--- config.mk ---
export PLATFORM = sky130hd
export DESIGN_NAME = symbol_sync_error_counter_flat
export DESIGN_NICKNAME = d
export VERILOG_FILES = /design/src/rtl/symbol_sync_error_counter_if.sv /design/src/rtl/symbol_sync_error_counter.sv /design/src/flat_wrapper.sv
export SDC_FILE = /design/constraint.sdc
export NUM_CORES = 1
export LEC_CHECK = 0
export CORE_MARGIN = 2
export CORE_UTILIZATION = 55
export DETAILED_ROUTE_END_ITERATION = 6
export PLACE_DENSITY = 0.87
export SLEW_MARGIN = 20
export SYNTH_ARGS = -nofsm -noshare
export SYNTH_HDL_FRONTEND = slang
export SYNTH_SLANG_ARGS = --single-unit
--- constraint.sdc ---
create_clock -name sys_clk -period 7.15 [get_ports sys_clk]
set_input_delay 1.43 -clock sys_clk [delete_from_list [all_inputs] [get_ports sys_clk]]
set_output_delay 1.43 -clock sys_clk [all_outputs]
set_load 0.05 [all_outputs]
--- src/rtl/symbol_sync_error_counter_if.sv ---
// Symbol-stream and result bundle for the symbol sync / error counter.
// The master drives the symbol streams and receives lock and window results.
interface symbol_sync_error_counter_if #(
  parameter int SYM_BITS  = 2,
  parameter int NUM_RAILS = 2,
  parameter int MAX_DELAY = 15,
  parameter int CNT_W     = 24
);
  localparam int SW = NUM_RAILS * SYM_BITS;
  localparam int DW = $clog2(MAX_DELAY + 1);

  logic          sym_clk_ena;
  logic          restart;
  logic [SW-1:0] ref_sym;
  logic [SW-1:0] rx_sym;

  logic             locked;
  logic [DW-1:0]    delay_found;
  logic [CNT_W-1:0] sym_err_count;
  logic [CNT_W-1:0] bit_err_count;
  logic             result_valid;
  logic             lock_lost;

  modport master (
    output sym_clk_ena, restart, ref_sym, rx_sym,
    input  locked, delay_found, sym_err_count, bit_err_count, result_valid, lock_lost
  );

  modport slave (
    input  sym_clk_ena, restart, ref_sym, rx_sym,
    output locked, delay_found, sym_err_count, bit_err_count, result_valid, lock_lost
  );
endinterface

--- src/rtl/symbol_sync_error_counter.sv ---
// Aligns the reference LFSR symbol stream to sliced receiver symbols by delay search,
// then reports saturating symbol/bit error counts over fixed windows once locked.
module symbol_sync_error_counter #(
  parameter int SYM_BITS     = 2,
  parameter int NUM_RAILS    = 2,
  parameter int MAX_DELAY    = 15,
  parameter int LOCK_LEN     = 64,
  parameter int LOCK_ERR_MAX = 4,
  parameter int WINDOW_LOG2  = 16,
  parameter int CNT_W        = 24
) (
  input logic                       sys_clk,
  input logic                       reset,
  symbol_sync_error_counter_if.slave bus
);
  localparam int SW         = NUM_RAILS * SYM_BITS;
  localparam int DW         = $clog2(MAX_DELAY + 1);
  localparam int BW         = $clog2(SW + 1);
  localparam int TW         = $clog2(LOCK_LEN);
  localparam int EW         = $clog2(LOCK_LEN + 1);
  localparam int CW1        = CNT_W + 1;
  localparam int LOSS_LIMIT = 1 << (WINDOW_LOG2 - 2);

  typedef enum logic [1:0] {FILL, SEARCH, LOCKED} state_t;
  state_t state, state_next;

  logic [SW-1:0]          line [1:MAX_DELAY];
  logic [SW-1:0]          tap, diff;
  logic [DW-1:0]          fill_cnt, delay_q, delay_inc;
  logic [TW-1:0]          trial_cnt;
  logic [EW-1:0]          trial_err, trial_total;
  logic [WINDOW_LOG2-1:0] win_cnt;
  logic [CNT_W-1:0]       sym_run, bit_run, sym_total, bit_total, sym_latch, bit_latch;
  logic [CW1-1:0]         sym_sum, bit_sum;
  logic [BW-1:0]          bit_err;
  logic                   sym_err, strobe, fill_done, trial_end, trial_pass, win_end, win_fail;
  logic                   result_valid_q, lock_lost_q;

  assign strobe = bus.sym_clk_ena && !bus.restart;

  // Tap 0 is the live input; tap d comes from the delay line.
  always_comb begin
    tap = bus.ref_sym;
    for (int k = 1; k <= MAX_DELAY; k++)
      if (delay_q == DW'(k)) tap = line[k];
  end

  assign diff    = tap ^ bus.rx_sym;
  assign sym_err = |diff;

  always_comb begin
    bit_err = '0;
    for (int i = 0; i < SW; i++) bit_err = bit_err + BW'(diff[i]);
  end

  assign fill_done   = strobe && (state == FILL) && (fill_cnt == DW'(MAX_DELAY));
  assign trial_end   = strobe && (state == SEARCH) && (trial_cnt == TW'(LOCK_LEN - 1));
  assign trial_total = trial_err + EW'(sym_err);
  assign trial_pass  = 32'(trial_total) <= 32'(LOCK_ERR_MAX);
  assign win_end     = strobe && (state == LOCKED) && (&win_cnt);
  assign sym_sum     = CW1'(sym_run) + CW1'(sym_err);
  assign bit_sum     = CW1'(bit_run) + CW1'(bit_err);
  assign sym_total   = sym_sum[CNT_W] ? '1 : sym_sum[CNT_W-1:0];
  assign bit_total   = bit_sum[CNT_W] ? '1 : bit_sum[CNT_W-1:0];
  assign win_fail    = 32'(sym_total) > 32'(LOSS_LIMIT);
  assign delay_inc   = (delay_q == DW'(MAX_DELAY)) ? '0 : delay_q + DW'(1);

  always_ff @(posedge sys_clk or negedge reset) begin
    if (!reset) state <= FILL;
    else        state <= state_next;
  end

  always_comb begin
    state_next = state;
    if (bus.restart) begin
      state_next = FILL;
    end else begin
      case (state)
        FILL:    if (fill_done) state_next = SEARCH;
        SEARCH:  if (trial_end && trial_pass) state_next = LOCKED;
        LOCKED:  if (win_end && win_fail) state_next = SEARCH;
        default: state_next = FILL;
      endcase
    end
  end

  always_ff @(posedge sys_clk or negedge reset) begin
    if (!reset) begin
      for (int k = 1; k <= MAX_DELAY; k++) line[k] <= '0;
    end else if (strobe) begin
      line[1] <= bus.ref_sym;
      for (int k = 2; k <= MAX_DELAY; k++) line[k] <= line[k-1];
    end
  end

  // Restart clears the same state as reset except the delay line, which FILL reloads.
  always_ff @(posedge sys_clk or negedge reset) begin
    if (!reset) begin
      fill_cnt       <= '0;
      delay_q        <= '0;
      trial_cnt      <= '0;
      trial_err      <= '0;
      win_cnt        <= '0;
      sym_run        <= '0;
      bit_run        <= '0;
      sym_latch      <= '0;
      bit_latch      <= '0;
      result_valid_q <= 1'b0;
      lock_lost_q    <= 1'b0;
    end else if (bus.restart) begin
      fill_cnt       <= '0;
      delay_q        <= '0;
      trial_cnt      <= '0;
      trial_err      <= '0;
      win_cnt        <= '0;
      sym_run        <= '0;
      bit_run        <= '0;
      sym_latch      <= '0;
      bit_latch      <= '0;
      result_valid_q <= 1'b0;
      lock_lost_q    <= 1'b0;
    end else begin
      result_valid_q <= win_end;
      if (strobe && state == FILL) begin
        fill_cnt <= fill_done ? '0 : fill_cnt + DW'(1);
        if (fill_done) begin
          delay_q   <= '0;
          trial_cnt <= '0;
          trial_err <= '0;
        end
      end
      if (strobe && state == SEARCH) begin
        if (trial_end) begin
          trial_cnt <= '0;
          trial_err <= '0;
          if (trial_pass) begin
            win_cnt <= '0;
            sym_run <= '0;
            bit_run <= '0;
          end else begin
            delay_q <= delay_inc;
          end
        end else begin
          trial_cnt <= trial_cnt + TW'(1);
          trial_err <= trial_total;
        end
      end
      if (strobe && state == LOCKED) begin
        win_cnt <= win_cnt + WINDOW_LOG2'(1);
        if (win_end) begin
          sym_run   <= '0;
          bit_run   <= '0;
          sym_latch <= sym_total;
          bit_latch <= bit_total;
          if (win_fail) begin
            lock_lost_q <= 1'b1;
            delay_q     <= delay_inc;
          end
        end else begin
          sym_run <= sym_total;
          bit_run <= bit_total;
        end
      end
    end
  end

  assign bus.locked        = (state == LOCKED);
  assign bus.delay_found   = delay_q;
  assign bus.sym_err_count = sym_latch;
  assign bus.bit_err_count = bit_latch;
  assign bus.result_valid  = result_valid_q;
  assign bus.lock_lost     = lock_lost_q;
endmodule

--- src/flat_wrapper.sv ---
// flat-port wrapper written by rule: the top's interface ports become plain ports
module symbol_sync_error_counter_flat 
#(
  parameter int SYM_BITS     = 2,
  parameter int NUM_RAILS    = 2,
  parameter int MAX_DELAY    = 15,
  parameter int LOCK_LEN     = 64,
  parameter int LOCK_ERR_MAX = 4,
  parameter int WINDOW_LOG2  = 16,
  parameter int CNT_W        = 24
)
  (sys_clk, reset, bus_sym_clk_ena, bus_restart, bus_ref_sym, bus_rx_sym, bus_locked, bus_delay_found, bus_sym_err_count, bus_bit_err_count, bus_result_valid, bus_lock_lost);
  symbol_sync_error_counter_if #(.SYM_BITS(SYM_BITS), .NUM_RAILS(NUM_RAILS), .MAX_DELAY(MAX_DELAY), .CNT_W(CNT_W)) bus_i ();
  input logic sys_clk;
  input logic reset;
  input wire logic [$bits(bus_i.sym_clk_ena)-1:0] bus_sym_clk_ena;
  input wire logic [$bits(bus_i.restart)-1:0] bus_restart;
  input wire logic [$bits(bus_i.ref_sym)-1:0] bus_ref_sym;
  input wire logic [$bits(bus_i.rx_sym)-1:0] bus_rx_sym;
  output wire logic [$bits(bus_i.locked)-1:0] bus_locked;
  output wire logic [$bits(bus_i.delay_found)-1:0] bus_delay_found;
  output wire logic [$bits(bus_i.sym_err_count)-1:0] bus_sym_err_count;
  output wire logic [$bits(bus_i.bit_err_count)-1:0] bus_bit_err_count;
  output wire logic [$bits(bus_i.result_valid)-1:0] bus_result_valid;
  output wire logic [$bits(bus_i.lock_lost)-1:0] bus_lock_lost;
  assign bus_i.sym_clk_ena = bus_sym_clk_ena;
  assign bus_i.restart = bus_restart;
  assign bus_i.ref_sym = bus_ref_sym;
  assign bus_i.rx_sym = bus_rx_sym;
  assign bus_locked = bus_i.locked;
  assign bus_delay_found = bus_i.delay_found;
  assign bus_sym_err_count = bus_i.sym_err_count;
  assign bus_bit_err_count = bus_i.bit_err_count;
  assign bus_result_valid = bus_i.result_valid;
  assign bus_lock_lost = bus_i.lock_lost;
  symbol_sync_error_counter #(.SYM_BITS(SYM_BITS), .NUM_RAILS(NUM_RAILS), .MAX_DELAY(MAX_DELAY), .LOCK_LEN(LOCK_LEN), .LOCK_ERR_MAX(LOCK_ERR_MAX), .WINDOW_LOG2(WINDOW_LOG2), .CNT_W(CNT_W)) u_core (.sys_clk(sys_clk), .reset(reset), .bus(bus_i));
endmodule
After elaboration in Yosys (flattened, before gate mapping). Cells that the tools add are included.

Output and inout port bits: 55. Register bits: 197. Bits of input ports: 12. Word-level logic and storage cells: 159.

Muxes and demuxes: 70. $lt $le $gt $ge: 2. Add/sub/neg operators: 10. Equality and inequality tests: 22. Bitwise operators: 1. Reductions and logical operators: 27.

Operators by type and width (count): 24-bit 2-to-1 mux (17); 4-bit 2-to-1 mux (28); 16-bit 2-to-1 mux (5); 4-bit == test (second input constant) (9); 7-bit 2-to-1 mux (5); 6-bit 2-to-1 mux (5); 24-bit by 1-bit adder with 25-bit output (1); 24-bit by 3-bit adder with 25-bit output (1); 24-bit by 15-bit greater-than comparator with 1-bit output (second input constant) (1); 16-bit by 1-bit adder with 16-bit output (second input constant) (1); 4-bit by 3-bit == test with 1-bit output (second input constant) (4); 16-bit AND reduction (1); 3-bit nonzero test (5); 1-bit logical AND (9); 3-bit AND reduction (3); 4-bit by 1-bit adder with 4-bit output (second input constant) (2); 4-bit by 2-bit == test with 1-bit output (second input constant) (2); 2-bit 2-to-1 mux (4); 2-bit nonzero test (4); 7-bit by 1-bit adder with 7-bit output (1); 7-bit by 3-bit <= comparator with 1-bit output (second input constant) (1); 3-bit by 1-bit adder with 3-bit output (2); 6-bit by 1-bit adder with 6-bit output (second input constant) (1); 6-bit == test (second input constant) (1); other kinds (13) (19).

Longest topological paths before layout. Gate-level depths: netlist of run 1.

Word-level depth: 27. Mapped depth: 25. Gate-level depth less buffers: 22.

Worst setup path after synthesis of run 1. OpenSTA, ideal clock, no wires.

Path type: in2reg. Start: input port bus_ref_sym[0]. End: register u_core.bit_latch[11] (netlist: u_core.bus.bit_err_count[11]). Setup time: 0.083 ns. Path buffers: 1. Setup slack: 1.489 ns. Data arrival time: 5.579 ns. Data required time: 7.067 ns. Cell stages on the path: 20. Cells stage by stage: mux2i_1 -> o21ai_0 -> mux2_2 -> a221oi_1 -> o22ai_1 -> a31oi_1 -> xor2_1 -> ha_1 -> fa_1 -> ha_1 -> inv_1 -> fa_1 -> nor2b_1 -> o211ai_1 -> nor3_1 -> nand2_1 -> nor2_1 -> clkbuf_1 -> nor3_1 -> o21ai_0.

Longest elaborated chain between the ends: 24.

RTL lines: from (decl) (line flat_wrapper.sv:18) `input wire logic [$bits(bus_i.ref_sym)-1:0] bus_ref_sym;`; 4-bit 2-to-1 mux (15 in series) (line symbol_sync_error_counter.sv:45) `if (delay_q == DW'(k)) tap = line[k];`; 4-bit bitwise XOR (line symbol_sync_error_counter.sv:48) `assign diff = tap ^ bus.rx_sym;`; 1-bit by 1-bit adder with 2-bit output (line symbol_sync_error_counter.sv:53) `for (int i = 0; i < SW; i++) bit_err = bit_err + BW'(diff[i]);`; 3-bit by 1-bit adder with 3-bit output (2 in series) (line symbol_sync_error_counter.sv:53); 24-bit by 3-bit adder with 25-bit output (line symbol_sync_error_counter.sv:62) `assign bit_sum = CW1'(bit_run) + CW1'(bit_err);`; 24-bit 2-to-1 mux (line symbol_sync_error_counter.sv:64) `assign bit_total = bit_sum[CNT_W] ? '1 : bit_sum[CNT_W-1:0];`; 24-bit 2-to-1 mux (line symbol_sync_error_counter.sv:150) `if (win_end) begin`; 24-bit 2-to-1 mux (line symbol_sync_error_counter.sv:148) `if (strobe && state == LOCKED) begin`; 24-bit 2-to-1 mux (line symbol_sync_error_counter.sv:110) `end else if (bus.restart) begin`; to (signal assigned) (line symbol_sync_error_counter.sv:154) `bit_latch <= bit_total;`; to (decl) (line symbol_sync_error_counter.sv:33) `logic [CNT_W-1:0] sym_run, bit_run, sym_total, bit_total, sym_latch, bit_latch;`.

Every way passes these cells. The select of a mux whose other input is x is not followed. A chain may end at the register's enable or synchronous reset.

Worst setup path in the final report of run 1.
Start: input port bus_ref_sym[1]. End: register u_core.bit_latch[12] (netlist: u_core.bus.bit_err_count[12]).

The elaborated chain is that of the path after synthesis.

==> impl.org, run 1 <==
** Run status
- The flow ran to the end, and the final reports show no timing, DRC or antenna violations.

** Worst setup path
- Largest stage delay on the critical path :: 0.55 ns
- Required time of the critical path :: 7.50 ns
- At the worst endpoint, the arrival time is 6.72 ns.
- The number of cells on the worst reg-to-reg path is 21.
- Critical-path top delay cell :: clkdlybuf4s50_1
- Worst Setup End Kind :: flop
- Launch point of the worst reg-to-reg path :: u_core.bus.delay_found[0]
- The critical path in this run is classified as primary input to flop.
- STA classifies the critical path startpoint as a primary input.
- Slack of the worst reg-to-reg path :: 0.88 ns
- Traced cell by cell, the critical path runs through clkdlybuf4s50_1, a22oi_1, o21ai_0, a222oi_1, a311o_1, a21oi_1, xnor2_1, ha_1, fa_1, ha_1, inv_1, fa_1, nor2b_1, o211ai_1, nor3_1, nand2_1, nor2_2, buf_4, nor2_1, o21ai_0.
- Critical-path maximum fanout :: 28
- In this run the critical register-to-register path is captured at u_core.bus.bit_err_count[12].

** STA
- Number of hold-slack violations in the final timing report :: 0
- Unrepaired setup endpoints after global routing :: false
- The clock arrives with 0.01496 ns of skew.
- Clock period minus final worst setup slack :: 6.368 ns
- Measured slew at the worst slew-check pin :: 0.9966 ns
- Worst hold slack across all endpoints :: 0.4764 ns
- Setup Viol. Count Final :: 0
- Number of pins exceeding their max-slew limit in the final report :: 0
- After routing, the total negative slack on setup checks comes to 0 ns.
- Slew HR :: 33.56%
- Share of the cycle needed by the critical path after routing :: 89.06%
- Max Clk Rate :: 157.0 MHz

** Floorplan
- DIE AREA :: 21030 um2
- From bottom edge to top edge, the die measures 145.0 um.
- The die is 145.0 um wide.
- In this run the count of I/O pins placed on the die edge is 67.
- In this run the standard cell core region covers 19460 um2.
- Number of standard-cell rows in the floorplan :: 51
- Once the floorplan was initialized, standard cells occupied 56.19% of the core.

** Clock tree
- Clock Path Buffers :: 2
- Setup fix buffers added after clock tree synthesis :: 0
- Number of buffers created by CTS :: 17
- CTS H-Tree Depth :: 4
- Clock-pin slew was measured on the worst setup and hold paths at 0.08 ns.
- The tree is rooted in a clkbuf_16.
- The clock drives 197 sinks.
- In this run, post-CTS hold repair placed 0 buffers.
- Number of cells upsized or downsized after cts :: 0
- TritonCTS built the clock tree.
- For the worst-skew pair, the clock arrives at the later sink with an insertion delay of 0.45 ns.

** Logic synthesis
- Number of enable flip-flop cells after synthesis :: 0
- The synthesized netlist occupies a cell area of 10940 um2.
- Summed over all instances, the cell type with the most area after synthesis is dfrtp_1.
- Number of synthesized register bits :: 197
- Averaged over all synthesized cells, the footprint is 8.174 um2.
- Among all flip-flop cells after synthesis, the most frequent one is dfrtp_1.
- Top-area cell type share of the netlist area :: 45.07%
- Area contributors post-synth :: dfrtp_1 45%, nand2_1 8.7%, o21ai_0 8.3%, nand3_1 4.3%, nor2_1 3.8%
- Ys Warns :: 0
- Library cells used by synthesis :: 69
- Syn Nets :: 1369
- Fraction of the yosys area taken by sequential cells :: 45.07%
- Share of flip-flops with an asynchronous set or reset :: 100.0%
- Cells after Synth :: 1338

** Routing
- For this block, the initial DRC count from the detailed router was 1083.
- The first detailed-routing pass took 7 iterations.
- In this run the remaining antenna-violating nets after routing total 0.
- Number of vias after detailed routing :: 10070
- Average via count per standard cell :: 6.143
- Number of remaining DRC errors :: 0
- The routed design has 26.85 mm of wire.
- Routed length per instance :: 16.37 um

** Power
- IR analysis of the VDD net gives a maximum drop of 0.0001812 V.
- Dividing total power by cell area gives a power density of 187.6 nW/um2.
- Leakage component of the power :: 5.429 nW

** Min path
- The path with the worst hold slack has its endpoint at u_core.line[19].
- In this run the most critical hold path is launched from u_core.line[23].
- Along the worst hold path, the cell count comes to 2.
- The worst hold path belongs to the class flop to flop.

** Job
- Max-capacitance violation count :: 0

** Placement
- At the end of routability-driven placement, the weighted congestion stood at 0.9110.
- Detailed placement ended at an HPWL of 17.41 mm.
- In this run the tool buffered the top-level ports with 66 buffer cells.

** Global route
- The number of antenna violations at the first check in global routing was 0.
- The number of global-route vias before repair came to 9245.
- After global routing the overflow that remains totals 0.
- The first global-routing pass estimated 44.97 mm of wire.
- Pin count of the biggest net entering global routing :: 124
- GRT Util Overall :: 25.46%

** Finish
- Net count reported at finish :: 1393
- Sequential standard cell area :: 4930 um2
- The number of antenna diodes in the final layout is 0.
- Of the cells placed in the final design, the portion with a size suffix greater than 1 is 5.964%.
- Most frequent cells in the layout :: 253 x nand2_1, 197 x dfrtp_1, 182 x o21ai_0
- Multi-input combinational cell area :: 5582 um2
- The filler cells instantiated in the layout total 1599.
- Compared with the post-synthesis result, the final layout area differs by 12.84%.
- Leaving out fill and tap cells, the most frequent cell in the layout is nand2_1.
## cells by family after synthesis
group / count (synthesis) / share of synthesized area (%)
and+or+nand+nor: 622 / 26.74
adders and majority gates: 19 / 2.311
AOI/OAI and AO/OA: 344 / 18.48
DFF: 197 / 45.07
muxes: 9 / 0.8695
xor gates and xnor gates: 30 / 2.402
buffers and inverters: 117 / 4.130
## how the worst max path moves through the flow
stage	start	end	slack (ns)	depth (start not counted)
3_5_place_dp	bus_ref_sym[1]	u_core.bus.delay_found[1]	0.46	19
3_3_place_gp	bus_ref_sym[0]	u_core.bus.delay_found[1]	0.66	20
6_report	bus_ref_sym[1]	u_core.bus.bit_err_count[12]	0.78	20
5_1_grt	bus_ref_sym[1]	u_core.bus.bit_err_count[15]	0.39	20
4_1_cts	bus_ref_sym[1]	u_core.bus.bit_err_count[1]	0.88	20
2_1_floorplan	bus_ref_sym[0]	u_core.bus.bit_err_count[11]	1.49	20
## report_power, final
group	switching, mW	internal, mW
registers	0.0531	1.18
logic	0.104	0.0565
clock network	0.456	0.466
## area by class of cell
cell class | count | area share, %
clock buffer | 19 | 3.589
clock inverter | 13 | 0.9429
inverter | 39 | 1.186
multi-input combinational | 1024 | 45.23
sequential | 197 | 39.95
tap | 265 | 2.687
timing repair buffer | 83 | 6.418
## cells in the mapped netlist (all sizes together) (9+ instances only)
master    n
nand2   254
dfrtp   197
o21ai   182
nor2    110
nand3    96
clkbuf   62
a21oi    61
inv      39
nor3     38
and3     26
nand4    19
ha       17
xnor2    17
buf      16
a31oi    15
nor2b    14
xor2     13
or2      10
and2      9
nor4      9
## state kept, by name (all words and copies together), names as in the netlist, 6 cells and up
name and flops:
u_core.bus.sym_err_count 24, u_core.win_cnt 16, u_core.bit_run 24, u_core.trial_err 7
u_core.line 60, u_core.sym_run 24, u_core.bus.bit_err_count 24, u_core.trial_cnt 6
## metrics by stage
step / cell area, um2 / total power, mW / instances / utilization, % / worst slack (ns)
4_1_cts: 12330 / 2.325 / 1640 / 63.38 / 0.8841
6_report: 12340 / 2.314 / 1640 / 63.41 / 0.7820
3_5_place_dp: 11780 / 1.413 / 1608 / 60.50 / 0.4565
2_1_floorplan: 10940 / 1.340 / 1338 / - / 1.489
5_1_grt: 12340 / 2.402 / 1640 / 63.41 / 0.3937
3_3_place_gp: 11770 / 1.403 / 1608 / 60.49 / 0.6605
## metal layers
metal / share of wire [%] / track usage, % / vias to the layer above
li1: - / - / 4741
met4: 1.5 / 7.178 / 0
met1: 43 / 34.29 / 4899
met5: 0 / 0 / -
met3: 6.2 / 4.277 / 48
met2: 50 / 42.71 / 386
## critical path: cells and delay by family
kind | cells | cell delay, ns
adder cells (fa/ha/maj) | 4 | 1.44
buffers and inverters | 3 | 0.95
XOR/XNOR | 1 | 0.16
AND/OR/NAND/NOR | 5 | 1.16
AO/OA/AOI/OAI | 7 | 1.59
Note: power is estimated with default switching activity, not from simulation.
==> run 2: changes to the inputs <==
--- a/config.mk
+++ b/config.mk
@@ -6,9 +6,9 @@
 export NUM_CORES = 1
 export LEC_CHECK = 0
 export CORE_MARGIN = 2
-export CORE_UTILIZATION = 55
+export CORE_UTILIZATION = 45
 export DETAILED_ROUTE_END_ITERATION = 6
-export PLACE_DENSITY = 0.87
+export PLACE_DENSITY = 0.74
 export SLEW_MARGIN = 20
 export SYNTH_ARGS = -nofsm -noshare
 export SYNTH_HDL_FRONTEND = slang
==> run 2 against run 1 <==
Critical path depth unchanged. Clock skew up 0.0032 ns. Sequential share of layout area decreased by 0.48 points. Clock power is 7.6% higher. Combinational power about the same. Utilization fell by 12 points. Sequential cell count unchanged.
==> impl.org, run 2 (synthesized netlist as in run 1, its figures left out) <==
** Floorplan
- DIE AREA :: 25570 um2
- Number of standard-cell rows in the floorplan :: 57
- The die is 159.9 um wide.
- Top Ports :: 67
- Placeable core area :: 24110 um2
- Initial cell density of the core :: 45.37%
- The die is 159.9 um tall.

** Clock tree
- TritonCTS built the clock tree.
- Clock tree root driver cell :: clkbuf_16
- The clock reaches the later pin of the worst-skew pair after 0.45 ns.
- Clock sinks :: 197
- Clock-pin slew of the registers on the worst-case setup and hold paths :: 0.07 ns
- CTS H-Tree Depth :: 4
- Clock Path Buffers :: 2
- Counting the buffers created by CTS gives 17.
- Post-CTS timing repair inserted 0 buffers for setup.
- The number of hold buffers added after CTS was 0.
- Number of cells upsized or downsized after cts :: 0

** Run status
- The flow ran to the end, and the final reports show no timing, DRC or antenna violations.

** STA
- Setup repair after global routing left no endpoint under its margin.
- The number of hold violations in the final report came to 0.
- Max Clk Rate :: 158.3 MHz
- Setup Viol. Count Final :: 0
- Setup total negative slack :: 0 ns
- Slew HR :: 26.38%
- Worst hold slack across all endpoints :: 0.4872 ns
- Clock period minus final worst setup slack :: 6.319 ns
- For the pin with the worst max-slew slack, the measured transition is 1.100 ns.
- Number of pins exceeding their max-slew limit in the final report :: 0
- Worst clock skew :: 0.01814 ns
- Dividing the final minimum period by the clock period gives 88.37%.

** Placement
- Summed over all nets, the half-perimeter wirelength after detailed placement is 17.69 mm.
- Gpl congestion :: 0.8988
- Number of port buffers :: 66

** Finish
- The filler cells instantiated in the layout total 2319.
- Register ranked first by flip-flop count :: u_core.line
- The register with the most flip-flops in the layout has 60 of them.
- The library cells used most frequently in the layout, excluding fill and tap cells, are 253 x nand2_1, 197 x dfrtp_1, 182 x o21ai_0.
- Cells fill 51.82% of the core in the end.
- Diode insertion count for antenna repair :: 0
- Area grow syn2layout :: 14.22%
- Commonest non-fill, non-tap cell in the layout :: nand2_1
- Net count reported at finish :: 1393
- Fraction of layout cells with a size suffix above 1 :: 6.036%

** Worst setup path
- STA classifies the critical path endpoint as a flop.
- Crit path arrival time :: 6.65 ns
- STA puts the critical path data required time at 7.48 ns.
- STA classifies the critical path startpoint as a primary input.
- The setup path with the least slack is of type primary input to flop.
- Critical-path maximum fanout :: 9

** Global route
- The first global-routing pass estimated 46.22 mm of wire.
- For this run, the total global-route usage over all layers was measured as 21.66%.
- Number of antenna violations at the first check in global routing :: 0
- Number of global-route vias before repair :: 9155
- Entering global routing, the biggest net connects 126 pins.
- Total grt overflow :: 0

** Min path
- The min-delay analysis places its worst path in the category flop to flop.

** Job
- Across the run, the number of max-cap violations was 0.

** Routing
- Before antenna repair, the detailed router went through 5 iterations.
- Average via count per standard cell :: 5.710
- The routed design has 26.94 mm of wire.
- The detailed router finished its first iteration with 891 violations.
- The routed layout has 9702 vias.
- After detailed routing, the average wire length per cell comes to 15.86 um.
- After detailed routing, the number of remaining DRC violations is 0.
- Final ANT Viol Nets :: 0

** Power
- Peak supply drop :: 0.0001563 V
- Pwr dens :: 190.9 nW/um2
- Leakage component of the power :: 5.457 nW
run 2: path summary, 6_finish.rpt:
kind / from / to / slack [ns] / depth (start not counted)
min reg2reg: u_core.line[23] / u_core.line[19] / 0.49 / 2
max in group asynchronous: reset / u_core.bus.sym_err_count[6] / 5.00 / 2
max: bus_ref_sym[0] / u_core.bus.delay_found[1] / 0.83 / 20
max reg2reg: u_core.bus.delay_found[1] / u_core.bus.delay_found[1] / 0.96 / 21
min: u_core.line[23] / u_core.line[19] / 0.49 / 2
min in group asynchronous: reset / u_core.sym_run[20] / 0.89 / 1
run 2: layout make-up:
type                            count  area [um2]  area share, %
Inverter                           39       146.4          1.172
Multi-Input combinational cell   1024        5582          44.68
Clock buffer                       18       439.2          3.516
Tap cell                          324       405.4          3.245
Timing Repair Buffer               83       824.5          6.601
Sequential cell                   197        4930          39.46
Clock inverter                     14       165.2          1.322
run 2: per-layer routing:
| metal | up-vias | wire [um] | GRT usage, % |
|---|---|---|---|
| li1 | 4739 | - | - |
| met1 | 4690 | 12390 | 30.04 |
| met2 | 244 | 13000 | 35.40 |
| met3 | 29 | 1256 | 3.818 |
| met4 | 0 | 294 | 5.528 |
| met5 | - | 0 | 0 |
run 2: metrics by stage:
step | area (um2) | total power, mW | instances | setup slack, ns
after floorplan | 10940 | 1.340 | 1338 | 1.489
after global placement | 11850 | 1.407 | 1666 | 0.5813
after detailed placement | 11860 | 1.415 | 1666 | 0.4646
after CTS | 12460 | 2.397 | 1698 | 0.9023
after global routing | 12490 | 2.480 | 1699 | 0.5052
final | 12490 | 2.385 | 1699 | 0.8313
run 2: critical path, stage by stage:
cell	delay, ns
clkdlybuf4s50_1	0.45
mux2i_1	0.14
o21ai_0	0.08
mux2_2	0.26
a221oi_1	0.36
o22ai_1	0.15
a31oi_1	0.29
xor2_1	0.11
ha_1	0.22
and4_1	0.17
o21bai_1	0.31
ha_1	0.27
ha_1	0.23
and2_1	0.28
nand3_4	0.16
or4b_4	0.56
a311oi_2	0.36
a41oi_1	0.18
a211oi_2	0.30
mux2_1	0.35
run 2: power breakdown:
group	switching (mW)	internal [mW]	total (mW)
clock	0.483	0.508	0.991
sequential	0.0523	1.18	1.23
combinational	0.104	0.0583	0.162
==> run 3: changes to the inputs <==
--- a/config.mk
+++ b/config.mk
@@ -8,6 +8,7 @@
 export CORE_MARGIN = 2
 export CORE_UTILIZATION = 45
 export DETAILED_ROUTE_END_ITERATION = 6
+export HOLD_SLACK_MARGIN = 0.1
 export PLACE_DENSITY = 0.74
 export SLEW_MARGIN = 20
 export SYNTH_ARGS = -nofsm -noshare
==> results of run 3 <==
The final DEF is identical to that of run 2; final timing and power are the same.
